File: src/rtl/spu_fetch_queue.sv
// Instruction-fetch front end: issues 8-byte-aligned local-store reads, buffers the
// returned instruction pairs in a small FIFO and hands them to IF/ID with valid/ready.
module spu_fetch_queue #(
  parameter int PC_W  = 11,
  parameter int DEPTH = 4
) (
  input  logic            clk,
  input  logic            reset,
  input  logic            pc_enable,
  input  logic            redirect,
  input  logic [PC_W-1:0] redirect_pc,
  output logic            imem_rd_en,
  output logic [PC_W-1:0] imem_addr,
  input  logic [63:0]     imem_rdata,
  output logic            id_valid,
  input  logic            id_ready,
  output logic [31:0]     id_inst1,
  output logic [31:0]     id_inst2,
  output logic [PC_W-1:0] id_pc_plus8
);

  localparam int PTR_W = $clog2(DEPTH);
  localparam int CNT_W = PTR_W + 1;

  typedef struct packed {
    logic [31:0]     inst1;
    logic [31:0]     inst2;
    logic [PC_W-1:0] pc_plus8;
  } entry_t;

  entry_t            r_mem [DEPTH];
  logic [PC_W-1:0]   r_pc;
  logic [CNT_W-1:0]  r_count;
  logic [PTR_W-1:0]  r_rd_ptr;
  logic [PTR_W-1:0]  r_wr_ptr;
  logic              r_inflight;
  logic [PC_W-1:0]   r_inflight_addr;

  logic [CNT_W-1:0]  w_credit;
  logic              w_req;
  logic              w_push;
  logic              w_pop;
  logic [PC_W-1:0]   w_redirect_aligned;
  entry_t            w_head;

  // An inflight fetch already holds a slot, so the queue can never overflow.
  assign w_credit           = r_count + CNT_W'(r_inflight);
  assign w_req              = reset && pc_enable && !redirect && (w_credit < CNT_W'(DEPTH));
  assign w_push             = reset && r_inflight && !redirect;
  assign w_pop              = id_valid && id_ready && !redirect;
  assign w_redirect_aligned = redirect_pc & ~PC_W'(7);

  assign imem_rd_en  = w_req;
  assign imem_addr   = r_pc;
  assign id_valid    = (r_count != '0);
  assign w_head      = r_mem[r_rd_ptr];
  assign id_inst1    = id_valid ? w_head.inst1    : '0;
  assign id_inst2    = id_valid ? w_head.inst2    : '0;
  assign id_pc_plus8 = id_valid ? w_head.pc_plus8 : '0;

  always_ff @(posedge clk) begin
    if (!reset) begin
      r_pc            <= '0;
      r_count         <= '0;
      r_rd_ptr        <= '0;
      r_wr_ptr        <= '0;
      r_inflight      <= 1'b0;
      r_inflight_addr <= '0;
    end else if (redirect) begin
      // Redirect overrides everything: flush, drop the pending response, reload PC.
      r_pc       <= w_redirect_aligned;
      r_count    <= '0;
      r_rd_ptr   <= '0;
      r_wr_ptr   <= '0;
      r_inflight <= 1'b0;
    end else begin
      if (w_push) r_wr_ptr <= r_wr_ptr + 1'b1;
      if (w_pop)  r_rd_ptr <= r_rd_ptr + 1'b1;
      case ({w_push, w_pop})
        2'b10:   r_count <= r_count + 1'b1;
        2'b01:   r_count <= r_count - 1'b1;
        default: r_count <= r_count;
      endcase
      r_inflight <= w_req;
      if (w_req) begin
        r_pc            <= r_pc + PC_W'(8);
        r_inflight_addr <= r_pc;
      end
    end
  end

  // NOTE: queue storage has no reset; outputs are masked to zero while count is zero,
  // so stale slot contents are never visible.
  always_ff @(posedge clk) begin
    if (w_push) begin
      r_mem[r_wr_ptr] <= '{inst1:    imem_rdata[63:32],
                           inst2:    imem_rdata[31:0],
                           pc_plus8: r_inflight_addr + PC_W'(8)};
    end
  end

endmodule

File: config.mk
export PLATFORM = sky130hd
export DESIGN_NAME = spu_fetch_queue
export DESIGN_NICKNAME = d
export VERILOG_FILES = /design/src/rtl/spu_fetch_queue.sv
export SDC_FILE = /design/constraint.sdc
export NUM_CORES = 1
export LEC_CHECK = 0
export ABC_AREA = 1
export ABC_CLOCK_PERIOD_IN_PS = 4600
export CAP_MARGIN = 10
export CORE_MARGIN = 8
export CORE_UTILIZATION = 35
export DETAILED_ROUTE_END_ITERATION = 6
export GPL_TIMING_DRIVEN = 0
export HOLD_SLACK_MARGIN = 0.08
export SLEW_MARGIN = 5
export SYNTH_ARGS = -nofsm -noshare
export SYNTH_HDL_FRONTEND = slang
export SYNTH_SLANG_ARGS = --single-unit
File: constraint.sdc
create_clock -name clk -period 4.6 [get_ports clk]
set_clock_uncertainty 0.1 [all_clocks]
set_input_delay 0.92 -clock clk [delete_from_list [all_inputs] [get_ports clk]]
set_output_delay 0.92 -clock clk [all_outputs]
set_load 0.02 [all_outputs]
==> results.yml <==
status:
  outcome: "finished clean"
synth:
  yosysWarnings: 0
  yosys.area_share.simple_pct: 11.9
  syn_avg_cell_area_um2: 11.9
  synthAdderAreaFrac_pct: 0.852
  synth_seq_area_share_pct: 72.6
  yosys.area.top_type_share_pct: 68.5
  synth_compound_area_share_pct: 9.85
  synth-seq-cells: 314
  synth_xor_area_share_pct: 0.555
  synth_top_family_by_area: "simple AND/OR/NAND/NOR gates"
  synth.distinct_cells: 33
  yosysTopAreaCell: "edfxtp_1"
  netlist_area_um2: 12600
  synthCells: 1058
  yosys-mux-area-fraction_pct: 0.0892
  synth.area.top_cells: "edfxtp_1, nor2_1, dfxtp_1"
layout:
  final_nets: 1356
  drive_gt1_share_pct: 9.35
  final.fill_count: 3214
  antenna_cells: 0
  layout_common_cells: "nor2_1, edfxtp_1, clkdlybuf4s50_1"
  syn2layout_area_growth_pct: 28.5
  post-route-util_pct: 45.6
  layout_commonest_cell: "nor2_1"
  finalNonFillerCells: 1755
timing:
  final_hold_viol_count: 0
  tns_ps: 0
  worst_hold_slack_ps: 370
  rsz0062_at_grt: "false"
  worst_slew_pin_slew_ps: 907
  setup_viol: 0
  relSlewSlack_pct: 39.4
  finalCritPeriodShare_pct: 83.3
  finalWorstPathRequiredPeriod_ps: 3830
  fmax_mhz: 261
  drv_slew: 0
  setup_ws_ps: 769
setup_path:
  crit_required_ps: 3580
  crit_fanout: 10
  arrival_ps: 2810
  r2r_slack_ps: 2320
  cpMaxStageDelayCell: "clkdlybuf4s50_1"
  r2r-end: "r_mem[1][15]$_DFFE_PP_"
  critPathMaxStageDelay_ps: 680
  critPathCapture: "id_inst1[8]"
  rr_startpoint: "r_inflight$_SDFF_PP0_"
  reg2reg_depth: 4
  end_kind: "output pin"
  start_kind: "flip-flop"
  path_cells: "buf_4, inv_4, clkbuf_1, o21ai_0, a21oi_1, clkdlybuf4s50_1"
  critPathKind: "reg -> out"
cts:
  clk_pin_slew_worst_paths_ps: 60
  numCtsBuffers: 35
  clockBufferDepth: 3
  clock_sinks: 314
  clk_latency_ps: 500
  cts_setup_buffers: 0
  clock-root-buffer: "clkbuf_16"
  cts_hold_buffers: 0
  cts_tree: "built"
  cts.htree.levels: 2
  cts_resized: 0
floorplan:
  die_y_um: 206
  io_pins: 168
  initial_core_util_pct: 35.5
  die_area_um2: 42400
  die_width_um: 206
  core-area_um2: 35600
  std_cell_rows: 69
power:
  p_int_mw: 4.92
  power_density_nw_per_um2: 377
  pwr-share-comb_pct: 3.1
  seqPwrFrac_pct: 51.3
  ir_worst_vdd_mv: 0.206
  p_sw_mw: 1.19
  pwr-share-clk_pct: 45.6
  p_leak_nw: 5.54
  switching_share_pct: 19.5
detailed_routing:
  via_per_inst: 4.73
  drt_first_pass_iters: 5
  drc_errors: 0
  via_count: 8298
  ant_nets: 0
  wl_met2_um: 15500
  first_iter_violations: 362
  top_layer: "met5"
  wire_per_inst_um: 18.0
  wl_um: 31600
  wl_met3_um: 2000
  wl_met1_um: 13500
job:
  cap_viol_max_count: 0
grt:
  antenna_found_initial: 2
  globalRouteOverflowTotal: 0
  grt_pass1_vias: 8443
  track_usage_pct: 14.8
  grt_start_max_net_pins: 27
  grt_pass1_wl_um: 48400
placement:
  dp.cells: 1692
  gp_congestion: 0.791
  hpwlAfterDp_um: 20600
  pre_cts_ws_ps: 905
  portBuffers: 157
hold_path:
  hp-class: "reg -> reg"
[area by class of cell]
class	instances	area, µm²	area share, %
Buffer	64	377	2.32
Clock buffer	44	952	5.87
Clock inverter	19	200	1.23
Inverter	36	138	0.849
Multi-Input combinational cell	649	2990	18.4
Sequential cell	314	9170	56.5
Tap cell	461	577	3.56
Timing Repair Buffer	168	1810	11.2
[synth_stat cells]
master,count
nor2_2,1
ha_1,7
xnor2_1,2
fa_1,1
conb_1,1
nand3b_1,1
nand3_2,1
inv_4,1
dfxtp_1,26
nor2_4,2
nand3_1,17
inv_1,31
a211oi_1,1
inv_2,4
a211oi_2,1
mux2_2,1
buf_6,9
nor2_1,303
nand3_4,1
o21ai_1,61
o21a_1,1
buf_2,25
nand4_1,3
buf_4,10
nand2_2,1
edfxtp_1,288
buf_1,4
clkbuf_1,16
nand2_1,47
xor2_1,6
a21oi_1,89
o21ai_0,93
nor3_1,3
[logic make-up (layout without fill, tap and decap cells)]
kind of cell | after synthesis | after routing
compound gates | 246 | 246
xor+xnor | 8 | 8
fa+ha+maj | 8 | 8
buf+inv | 100 | 331
flops | 314 | 314
mux | 1 | 1
other cells | 1 | 6
simple gates | 380 | 380
[how the worst min path moves through the flow]
| stage | slack, ps | cells past startpoint | startpoint | to |
|---|---|---|---|---|
| 2_1_floorplan | 330 | 2 | r_rd_ptr[1]$_SDFFE_PP0P_ | flip-flop |
| 3_3_place_gp | 360 | 2 | r_inflight_addr[10]$_SDFFE_PN0P_ | r_inflight_addr[10]$_SDFFE_PN0P_ |
| 3_5_place_dp | 360 | 2 | r_inflight_addr[10]$_SDFFE_PN0P_ | r_inflight_addr[10]$_SDFFE_PN0P_ |
| 4_1_cts | 370 | 2 | r_inflight_addr[10]$_SDFFE_PN0P_ | r_inflight_addr[10]$_SDFFE_PN0P_ |
| 5_1_grt | 410 | 1 | r_count[2]$_SDFFE_PP0P_ | r_count[2]$_SDFFE_PP0P_ |
| 6_report | 370 | 2 | r_inflight_addr[10]$_SDFFE_PN0P_ | r_inflight_addr[10]$_SDFFE_PN0P_ |
[per-layer routing]
layer / track usage (%) / vias to the layer above
li1: - / 4118
met1: 18.4 / 3942
met2: 25.7 / 191
met3: 3.56 / 45
met4: 3.45 / 2
met5: 0 / -
[power groups by stage]
stage               combinational [mW]  clock (mW)  sequential [mW]
floorplan                       0.0624           0             3.20
global placement                 0.185           0             3.20
detailed placement               0.191           0             3.20
CTS                              0.192        2.84             3.14
global route                     0.208        2.96             3.14
finish                           0.189        2.79             3.14
[critical path, delay by kind of cell, from the launching register on]
kind / cells / cell delay (ps)
flops: 1 / 290
compound gates: 2 / 500
buf+inv: 4 / 1510
[registers in the layout, indices dropped and copies added, names as in the netlist, named ones only]
signal           count
r_inflight_addr      8
r_mem              288
r_count              3
r_wr_ptr             2
r_rd_ptr             2
r_inflight           1
imem_addr            8
[metrics by stage]
step | power [mW] | instance area [µm²]
after floorplan | 3.27 | 12600
after global placement | 3.39 | 14800
after detailed placement | 3.39 | 15100
after CTS | 6.17 | 16200
after global routing | 6.31 | 16200
final | 6.11 | 16200
Note: power is estimated with default switching activity, not from simulation.
